`src/rtl/cmp_stream_tracker.sv`:
```
// cmp_stream_tracker: compares each accepted sample against the previous one, tracks the
// running max/min and saturating rise/fall/equal counts, and presents every result
// through a single-entry valid/ready output buffer.
// Optional build macro CMP_SIGNED_EN: compare samples as two's complement instead of unsigned.
module cmp_stream_tracker #(
  parameter int unsigned WIDTH = 4,
  parameter int unsigned CNT_W = 8
) (
  input  logic             clk,
  input  logic             rst_n,
  input  logic             clear,
  input  logic             in_valid,
  output logic             in_ready,
  input  logic [WIDTH-1:0] in_data,
  output logic             out_valid,
  input  logic             out_ready,
  output logic             cmp_eq,
  output logic             cmp_gt,
  output logic             cmp_lt,
  output logic             first,
  output logic [WIDTH-1:0] max_val,
  output logic [WIDTH-1:0] min_val,
  output logic [CNT_W-1:0] rise_cnt,
  output logic [CNT_W-1:0] fall_cnt,
  output logic [CNT_W-1:0] eq_cnt
);

  typedef enum logic {StEmpty, StRun} state_e;

  localparam logic [CNT_W-1:0] CntMax = '1;

  state_e           state_q, state_d;
  logic [WIDTH-1:0] prev_q, prev_d, max_q, max_d, min_q, min_d;
  logic             eq_q, eq_d, gt_q, gt_d, lt_q, lt_d, first_q, first_d, valid_q, valid_d;
  logic [CNT_W-1:0] rise_q, rise_d, fall_q, fall_d, eqc_q, eqc_d;
  logic             accept;

  function automatic logic greater(input logic [WIDTH-1:0] a, input logic [WIDTH-1:0] b);
`ifdef CMP_SIGNED_EN
    return $signed(a) > $signed(b);
`else
    return a > b;
`endif
  endfunction

  function automatic logic [CNT_W-1:0] sat_inc(input logic [CNT_W-1:0] c);
    return (c == CntMax) ? c : c + 1'b1;
  endfunction

  // A held result blocks new samples; clear also blocks so its sample is never taken.
  assign in_ready = (!valid_q || out_ready) && !clear;
  assign accept   = in_valid && in_ready;

  // State register.
  always_ff @(posedge clk or negedge rst_n) begin
    if (!rst_n) begin
      state_q <= StEmpty;
    end else begin
      state_q <= state_d;
    end
  end

  // Next-state: any accept leaves the block in RUN; clear returns to EMPTY.
  always_comb begin
    state_d = state_q;
    if (clear) begin
      state_d = StEmpty;
    end else if (accept) begin
      state_d = StRun;
    end
  end

  // Result and history next values for the current state and handshake.
  always_comb begin
    prev_d  = prev_q;
    max_d   = max_q;
    min_d   = min_q;
    eq_d    = eq_q;
    gt_d    = gt_q;
    lt_d    = lt_q;
    first_d = first_q;
    rise_d  = rise_q;
    fall_d  = fall_q;
    eqc_d   = eqc_q;
    valid_d = valid_q;
    if (clear) begin
      prev_d  = '0;
      max_d   = '0;
      min_d   = '0;
      eq_d    = 1'b0;
      gt_d    = 1'b0;
      lt_d    = 1'b0;
      first_d = 1'b0;
      rise_d  = '0;
      fall_d  = '0;
      eqc_d   = '0;
      valid_d = 1'b0;
    end else if (accept) begin
      valid_d = 1'b1;
      prev_d  = in_data;
      unique case (state_q)
        StEmpty: begin
          max_d   = in_data;
          min_d   = in_data;
          first_d = 1'b1;
          eq_d    = 1'b0;
          gt_d    = 1'b0;
          lt_d    = 1'b0;
        end
        StRun: begin
          first_d = 1'b0;
          gt_d    = greater(in_data, prev_q);
          lt_d    = greater(prev_q, in_data);
          eq_d    = (in_data == prev_q);
          if (greater(in_data, max_q)) max_d = in_data;
          if (greater(min_q, in_data)) min_d = in_data;
          if (gt_d) rise_d = sat_inc(rise_q);
          if (lt_d) fall_d = sat_inc(fall_q);
          if (eq_d) eqc_d = sat_inc(eqc_q);
        end
        default: ;
      endcase
    end else if (out_ready) begin
      valid_d = 1'b0;
    end
  end

  // Datapath registers; a reset drops any pending result.
  always_ff @(posedge clk or negedge rst_n) begin
    if (!rst_n) begin
      prev_q  <= '0;
      max_q   <= '0;
      min_q   <= '0;
      eq_q    <= 1'b0;
      gt_q    <= 1'b0;
      lt_q    <= 1'b0;
      first_q <= 1'b0;
      rise_q  <= '0;
      fall_q  <= '0;
      eqc_q   <= '0;
      valid_q <= 1'b0;
    end else begin
      prev_q  <= prev_d;
      max_q   <= max_d;
      min_q   <= min_d;
      eq_q    <= eq_d;
      gt_q    <= gt_d;
      lt_q    <= lt_d;
      first_q <= first_d;
      rise_q  <= rise_d;
      fall_q  <= fall_d;
      eqc_q   <= eqc_d;
      valid_q <= valid_d;
    end
  end

  assign out_valid = valid_q;
  assign cmp_eq    = eq_q;
  assign cmp_gt    = gt_q;
  assign cmp_lt    = lt_q;
  assign first     = first_q;
  assign max_val   = max_q;
  assign min_val   = min_q;
  assign rise_cnt  = rise_q;
  assign fall_cnt  = fall_q;
  assign eq_cnt    = eqc_q;

endmodule

```
`config.mk`:
```
export PLATFORM = sky130hd
export DESIGN_NAME = cmp_stream_tracker
export DESIGN_NICKNAME = d
export VERILOG_FILES = /design/src/rtl/cmp_stream_tracker.sv
export SDC_FILE = /design/constraint.sdc
export NUM_CORES = 1
export LEC_CHECK = 0
export BUFFER_PORTS_ARGS = -buffer_cell sky130_fd_sc_hd__buf_2
export CORE_MARGIN = 2
export CORE_UTILIZATION = 30
export CTS_CLUSTER_DIAMETER = 150
export DETAILED_ROUTE_END_ITERATION = 12
export MAX_ROUTING_LAYER = met4
export PLACE_DENSITY = 0.52
export SKIP_CTS_REPAIR_TIMING = 1
export SLEW_MARGIN = 30
export SYNTH_ARGS = -nofsm -noshare
export SYNTH_HDL_FRONTEND = slang
export SYNTH_SLANG_ARGS = --single-unit
```
`constraint.sdc`:
```
create_clock -name clk -period 2.3 [get_ports clk]
set_input_delay 0.345 -clock clk [delete_from_list [all_inputs] [get_ports clk]]
set_output_delay 0.345 -clock clk [all_outputs]
set_load 0.1 [all_outputs]
```
==> impl_metrics.tcl, run 1 <==
set metrics [dict create \
    run_status "finished, final reports clean" \
    worst_pin_slew_ns 0.511 \
    synth_seq_cells 42 \
    maxCapViolCount 0 \
    grt_pass1_wl_microns 10600 \
    drc 0 \
    syn-cell-area_sq_um 2490 \
    yosys-top-cells-area "dfrtp_1 42%, ha_1 7.5%, mux2i_1 4.8%" \
    vias 2165 \
    cp-end-kind "flop" \
    worstPathMaxFanout 6 \
    synthFlopType "dfrtp_1" \
    intPower_w 0.00119 \
    clk_pin_slew_ns 0.09 \
    crit_type "reg -> reg" \
    power_w 0.00179 \
    row_count 33 \
    finalClockSkew_ns 0.00451 \
    drive_gt1_share_pct 26.9 \
    yosys.cell_count.top_type "dfrtp_1" \
    power_density_nw_per_um2 590 \
    fin_crit_sh_pct 87.7 \
    final_hold_viol_count 0 \
    postSynthCellCount 265 \
    crit_arrival_ns 2.21 \
    synth.avg_cell_area_sq_um 9.41 \
    coreArea_sq_um 8130 \
    antenna_found_initial 0 \
    diodes 0 \
    cts_sinks 42 \
    synth-compound-area-share_pct 12.6 \
    muxShareOfSynthArea_pct 6.17 \
    synthSimpleGateAreaFrac_pct 25.1 \
    grt_usage_pct 15.3 \
    p_leak_nw 1.48 \
    drv_slew 0 \
    syn_nets 289 \
    initial_core_util_pct 30.7 \
    ctsHtreeMaxLevel 2 \
    yosys_warnings 0 \
    yosys.area_share.adder_pct 7.53 \
    grt_pass1_vias 2158 \
    worst-path-buf-inv 0 \
    cp_slowest_cell "dfrtp_1" \
    clockBufferDepth 2 \
    first_pass_iters 4 \
    path_delay_family "simple AND/OR/NAND/NOR gates" \
    p_sw_share_pct 33.4 \
    ir_drop_v 0.000236 \
    routed_wl_microns 6110 \
    fmax_mhz 496 \
    ioPinCount 47 \
    yosys.cell_types.count 45 \
    setup_viol_count_final 0 \
    grt-ovfl-total 0 \
    min_period_ns 2.02 \
    setup.worst_path.start_class "flop" \
    fin_nets 347 \
    synth_top_family_by_area "simple AND/OR/NAND/NOR gates" \
    grt_max_degree 41 \
    seq_area_frac_synth_pct 42.1 \
    power_frac_clock_pct 33.0 \
    die_area_sq_um 9060 \
    p_comb_share_pct 23.3 \
    hold_class "in -> reg" \
    cts_tree "built" \
    dpl.hpwl_microns 4560 \
    p_seq_share_pct 43.6 \
    yosys.area.top_type "dfrtp_1" \
    synth_top_area_share_pct 42.1 \
    cp_cell_sequence "ha_1, nor2b_2, o211ai_4, nand3_2, nor4_1, mux2_2" \
    slew_headroom_pct 65.9 \
    gp_congestion 0.762 \
    synthArstFlopShare_pct 100 \
    critical-path-max-stage-delay_ns 0.40 \
    fp.dieH_microns 95.2 \
    dr.first_iter.drc_count 118 \
    cts-root-buf "clkbuf_8" \
    insertion_delay_ns 0.29 \
    p_sw_w 0.000597 \
    die_w_microns 95.2 \
    io_buffers 46 \
    synth_common_cells "42 x dfrtp_1, 30 x nand2_1, 22 x nor2_1, 18 x nand3_1" \
    ant_nets 0 \
    cts_buffers 5 \
    synth_enable_flop_cells 0 \
    cp.required_ns 2.49 \
    synth_xor_area_share_pct 2.11 \
    tns_ns 0 \
    routed_wire_length_per_instance_microns 14.2 \
    syn2layout_area_growth_pct 21.4 \
    rsz0062_at_grt "no" \
    vias_per_cell 5.05 \
]
==> worst paths after layout <==
kind	from	to	slack, ns	cells after the start
worst max-delay path	prev_q[1]	rise_cnt[6]	0.28	6
worst min-delay path	in_valid	out_valid	0.34	3
worst max register to register	prev_q[1]	rise_cnt[6]	0.28	6
worst min register to register	rise_cnt[7]	rise_cnt[7]	0.52	1
max in group asynchronous	rst_n	min_val[2]	1.27	3
min in group asynchronous	rst_n	fall_cnt[2]	0.46	2
==> per-layer routing <==
| layer | vias to the layer above | routed length (microns) | GRT usage [%] |
|---|---|---|---|
| li1 | 1075 | - | - |
| met1 | 1044 | 3000 | 20.4 |
| met5 | - | 0 | - |
| met2 | 42 | 2870 | 24.4 |
| met4 | 0 | 46 | 3.99 |
| met3 | 4 | 198 | 2.45 |
==> cells by family (layout without fill, tap and decap cells) <==
family          after synthesis  in the layout
compound gates               43             43
xor+xnor                      6              6
fa+ha+maj                    15             15
buf+inv                      24             83
flops                        42             42
mux                          15             15
simple gates                120            120
==> worst min-delay path, delay by kind of cell <==
family | cells | cell delay (ns)
compound gates | 1 | 0.05
buf+inv | 2 | 0.20
==> power by group through the flow <==
| stage | logic [W] | registers, W | clock network, W |
|---|---|---|---|
| 5_1_grt | 0.000454 | 0.000784 | 0.000648 |
| 3_5_place_dp | 0.000421 | 0.000795 | 0 |
| 6_report | 0.000417 | 0.000780 | 0.000591 |
| 3_3_place_gp | 0.000419 | 0.000795 | 0 |
| 4_1_cts | 0.000422 | 0.000781 | 0.000608 |
| 2_1_floorplan | 0.000170 | 0.000936 | 0 |
==> state kept, by name (all words and copies together), names as in the netlist <==
| name | cells |
|---|---|
| cmp_lt | 1 |
| first | 1 |
| fall_cnt | 8 |
| state_q | 1 |
| cmp_eq | 1 |
| min_val | 4 |
| cmp_gt | 1 |
| out_valid | 1 |
| max_val | 4 |
| prev_q | 4 |
| rise_cnt | 8 |
| eq_cnt | 8 |
==> final cells by class <==
class | count | area [sq um]
Timing Repair Buffer | 61 | 345
Fill cell | 834 | 5110
Tap cell | 105 | 131
Sequential cell | 42 | 1050
Inverter | 14 | 52.6
Clock buffer | 5 | 68.8
Multi-Input combinational cell | 199 | 1340
Clock inverter | 3 | 40.0
==> stage by stage <==
| step | utilization [%] | cell area [sq um] | hold WS (ns) | std cells | setup slack, ns |
|---|---|---|---|---|---|
| 2_1_floorplan | - | 2500 | 0.0494 | 265 | 0.00813 |
| 3_3_place_gp | 35.8 | 2910 | 0.261 | 420 | 0.176 |
| 3_5_place_dp | 35.8 | 2910 | 0.257 | 420 | 0.150 |
| 4_1_cts | 37.1 | 3020 | -0.0696 | 428 | 0.280 |
| 5_1_grt | 37.2 | 3030 | 0.339 | 429 | 0.129 |
| 6_report | 37.2 | 3030 | 0.337 | 429 | 0.283 |
==> layout by cell type (no fill, tap or decap), types with 7 or more instances in the layout <==
cell type and instances:
buf_2 46, mux2i_1 12, nor3_1 7, buf_4 14, a21oi_1 15, nor4_1 9
ha_1 15, o21ai_0 8, nor2_1 22, inv_1 14, nand3_1 18, nand2_1 30
dfrtp_1 39
(Power assumes the default switching activity.)
==> inputs of run 2 (changes only) <==
Settings changed: CELL_PAD_IN_SITES_DETAIL_PLACEMENT from default to 0, CELL_PAD_IN_SITES_GLOBAL_PLACEMENT from default to 2, PLACE_DENSITY 0.52 to default, PLACE_DENSITY_LB_ADDON from default to 0.25.
==> impl_metrics.tcl, run 2 (synthesis results as in run 1) <==
set metrics [dict create \
    grt_max_degree 32 \
    routed_wire_length_per_instance_microns 15.3 \
    cts_buffers 5 \
    fp.dieH_microns 95.2 \
    rsz0062_at_grt "no" \
    cp_slowest_cell "dfrtp_1" \
    row_count 33 \
    r2r_cells 6 \
    io_buffers 46 \
    r2r-end "fall_cnt[3]" \
    ioPinCount 47 \
    vias 2178 \
    cp.required_ns 2.49 \
    grt_usage_pct 15.8 \
    syn2layout_area_growth_pct 21.6 \
    final_common_cell "buf_2" \
    grt_pass1_vias 2096 \
    antenna_found_initial 0 \
    power_density_nw_per_um2 569 \
    worst-r2r-setup-slack_ns 0.24 \
    insertion_delay_ns 0.30 \
    tns_ns 0 \
    cp-end-kind "flop" \
    worst_pin_slew_ns 0.528 \
    critical-path-max-stage-delay_ns 0.41 \
    drc 0 \
    coreArea_sq_um 8130 \
    r2r_start "prev_q[1]" \
    worstPathMaxFanout 7 \
    drive_gt1_share_pct 27.4 \
    die_w_microns 95.2 \
    run_status "finished, final reports clean" \
    dpl.hpwl_microns 4760 \
    fin_area_sq_um 3030 \
    clk_pin_slew_ns 0.09 \
    first_pass_iters 4 \
    routed_wl_microns 6570 \
    fillCellCount 847 \
    crit_type "reg -> reg" \
    crit_arrival_ns 2.25 \
    setup_viol_count_final 0 \
    setup.worst_path.start_class "flop" \
    grt_pass1_wl_microns 10700 \
    grt-ovfl-total 0 \
    fin_crit_sh_pct 89.6 \
    cp-startpoint "prev_q[1]" \
    hold_class "in -> async" \
    finalClockSkew_ns 0.00759 \
    diodes 0 \
    initial_core_util_pct 30.7 \
    drv_slew 0 \
    clockBufferDepth 2 \
    cts_tree "built" \
    ir_drop_v 0.000248 \
    min_period_ns 2.06 \
    vias_per_cell 5.07 \
    cp_cell_sequence "ha_1, nor2b_2, o211ai_4, a211o_1, nor3_1, mux2_2" \
    p_leak_nw 1.48 \
    crit_end "fall_cnt[3]" \
    layout_common_cells "46 x buf_2, 39 x dfrtp_1, 30 x nand2_1" \
    final_hold_viol_count 0 \
    fin_nets 348 \
    place_area_sq_um 2940 \
    ant_nets 0 \
    cts_sinks 42 \
    maxCapViolCount 0 \
    ctsHtreeMaxLevel 2 \
    dr.first_iter.drc_count 71 \
    fmax_mhz 485 \
    cts-root-buf "clkbuf_8" \
    gp_congestion 0.749 \
    die_area_sq_um 9060 \
    slew_headroom_pct 64.8 \
]
## run 2: through the flow
stage / util (%) / setup slack, ns / total power (W) / cells / hold WS, ns
after floorplan: - / 0.00813 / 0.00111 / 265 / 0.0494
after global placement: 36.1 / 0.0896 / 0.00123 / 422 / 0.365
after detailed placement: 36.1 / 0.0701 / 0.00123 / 422 / 0.365
after CTS: 37.3 / 0.242 / 0.00175 / 430 / 0.0353
after global routing: 37.3 / 0.131 / 0.00181 / 430 / 0.0509
final: 37.3 / 0.240 / 0.00172 / 430 / 0.0197
## run 2: cell type report
type	instances	area, sq um	area share, %
multi-input combinational	199	1340	44.0
timing repair buffer	62	363	12.0
inverter	14	52.6	1.73
tap	105	131	4.33
sequential	42	1050	34.8
clock buffer	6	82.6	2.72
clock inverter	2	12.5	0.413
## run 2: per-layer routing
| layer | share of wire (%) | track usage, % | up-vias |
|---|---|---|---|
| met4 | 1.2 | 4.23 | 0 |
| met2 | 46 | 24.7 | 35 |
| li1 | - | - | 1080 |
| met3 | 2.8 | 2.61 | 5 |
| met1 | 50 | 21.3 | 1058 |
| met5 | 0 | - | - |
## run 2: worst min-delay path by stage
| stage | from | endpoint | slack [ns] |
|---|---|---|---|
| 3_3_place_gp | rst_n | rise_cnt[6] | 0.37 |
| 2_1_floorplan | rst_n | cmp_eq | 0.05 |
| 4_1_cts | rst_n | eq_cnt[3] | 0.04 |
| 3_5_place_dp | rst_n | rise_cnt[7] | 0.37 |
| 6_report | rst_n | eq_cnt[3] | 0.02 |
| 5_1_grt | rst_n | eq_cnt[3] | 0.05 |
## run 2: power breakdown
group	internal, W	switching, W
Sequential	0.000763	0.0000195
Combinational	0.000112	0.000313
Clock	0.000242	0.000275
## run 2: critical path: cells and delay by family, from the launching register on
| kind | cells | cell delay [ns] |
|---|---|---|
| adder cells (fa/ha/maj) | 1 | 0.29 |
| flip-flops | 1 | 0.41 |
| AND/OR/NAND/NOR | 2 | 0.43 |
| AO/OA/AOI/OAI | 2 | 0.48 |
| multiplexers | 1 | 0.35 |
==> inputs of run 3 (changes only) <==
Settings changed: CAP_MARGIN from default to 15, CELL_PAD_IN_SITES_DETAIL_PLACEMENT 0 to default, CELL_PAD_IN_SITES_GLOBAL_PLACEMENT 2 to default, CORE_MARGIN 2 to default.
==> impl_metrics.tcl, run 3 (synthesis results as in run 1) <==
set metrics [dict create \
    run_status "finished, final reports clean" \
    critical-path-max-stage-delay_ns 0.40 \
    clk_pin_slew_ns 0.08 \
    wl_met3_microns 264 \
    coreArea_sq_um 7890 \
    fin_crit_sh_pct 89.6 \
    cp.required_ns 2.48 \
    cts_buffers 5 \
    final_common_cell "buf_2" \
    fin_area_sq_um 3030 \
    grt_pass1_vias 2123 \
    worst-r2r-setup-slack_ns 0.24 \
    clockBufferDepth 2 \
    routed_wire_length_per_instance_microns 14.5 \
    worst_pin_slew_ns 0.500 \
    holdCritStartpoint "in_valid" \
    dpl.hpwl_microns 4730 \
    cts_sinks 42 \
    die_w_microns 93.2 \
    met2_length_microns 2870 \
    slew_headroom_pct 66.6 \
    fmax_mhz 485 \
    rsz0062_at_grt "no" \
    hold_depth 3 \
    syn2layout_area_growth_pct 21.6 \
    cts-root-buf "clkbuf_8" \
    min_to "out_valid" \
    crit_type "reg -> reg" \
    grt_pass1_wl_microns 10500 \
    insertion_delay_ns 0.29 \
    cp-end-kind "flop" \
    p_leak_nw 1.48 \
    diodes 0 \
    ctsHtreeMaxLevel 2 \
    min_period_ns 2.06 \
    initial_core_util_pct 31.6 \
    drv_slew 0 \
    tns_ns 0 \
    ioPinCount 47 \
    worstPathMaxFanout 8 \
    ir_drop_v 0.000327 \
    highest_layer "met4" \
    grt_usage_pct 15.8 \
    setup_viol_count_final 0 \
    fp.dieH_microns 93.2 \
    grt_max_degree 25 \
    place_inst 418 \
    vias_per_cell 5.13 \
    die_area_sq_um 8680 \
    grt-ovfl-total 0 \
    dr.first_iter.drc_count 73 \
    maxCapViolCount 0 \
    antenna_found_initial 0 \
    drc 0 \
    drive_gt1_share_pct 26.8 \
    finalClockSkew_ns 0.00344 \
    routed_wl_microns 6200 \
    io_buffers 46 \
    cp_cell_sequence "ha_1, and4_4, a211o_1, nor3_1, mux2_2" \
    cp_slowest_cell "dfrtp_1" \
    layout_common_cells "46 x buf_2, 39 x dfrtp_1, 30 x nand2_1" \
    m1WireLength_microns 3020 \
    r2r_start "prev_q[3]" \
    row_count 32 \
    final_cells 427 \
    power_density_nw_per_um2 587 \
    setup.worst_path.start_class "flop" \
    gp_congestion 0.822 \
    final_hold_viol_count 0 \
    hold_class "in -> reg" \
    crit_arrival_ns 2.24 \
    fin_nets 348 \
    r2r_cells 5 \
    ant_nets 0 \
    first_pass_iters 4 \
    place_area_sq_um 2910 \
    vias 2190 \
    r2r-end "fall_cnt[3]" \
    cts_tree "built" \
]
run 3: cell count changes in the layout (fill, tap and decap cells not counted), sizes merged:
cell,delta
clkinv,-1
buf,-1
dlygate4sd3,+1
bufinv,+1
run 3: metal layers:
| metal | global-route usage, % | vias to the layer above |
|---|---|---|
| met2 | 24.2 | 52 |
| li1 | - | 1075 |
| met4 | 3.85 | 0 |
| met5 | - | - |
| met1 | 21.6 | 1058 |
| met3 | 2.93 | 5 |
run 3: worst max path at each step:
stage                      from          end
CTS                   prev_q[1]  fall_cnt[3]
finish                prev_q[3]  fall_cnt[3]
floorplan           rise_cnt[0]  rise_cnt[5]
detailed placement   in_data[1]  rise_cnt[5]
global placement     in_data[3]  fall_cnt[3]
global route          prev_q[1]  fall_cnt[3]
run 3: worst max-delay path, delay by kind of cell, from the launching register on:
| family | cells | cell delay [ns] |
|---|---|---|
| AND/OR/NAND/NOR | 2 | 0.47 |
| flip-flops | 1 | 0.40 |
| AO/OA/AOI/OAI | 1 | 0.37 |
| adder cells (fa/ha/maj) | 1 | 0.35 |
| multiplexers | 1 | 0.35 |
run 3: final cells by class:
class                   count  area, sq um
well taps                 102          128
inverters                  14         52.6
clock buffers               6         72.6
clock inverters             2         37.5
fillers                   837         4850
repair buffers             62          353
multi-input cells         199         1340
flip-flops and latches     42         1050
run 3: through the flow:
step	worst slack (ns)	power, W	util (%)	hold slack (ns)
final	0.240	0.00178	38.5	0.336
after CTS	0.232	0.00181	38.3	-0.0821
after floorplan	0.00813	0.00111	-	0.0494
after detailed placement	0.108	0.00122	36.9	0.243
after global routing	0.126	0.00188	38.5	0.345
after global placement	0.131	0.00121	36.9	0.240
run 3: where the power goes:
part	internal, W	switching (W)	leakage [nW]
Combinational	0.000109	0.000312	0.860
Sequential	0.000763	0.0000178	0.571
Clock	0.000324	0.000255	0.0514
Total	0.00120	0.000584	1.48
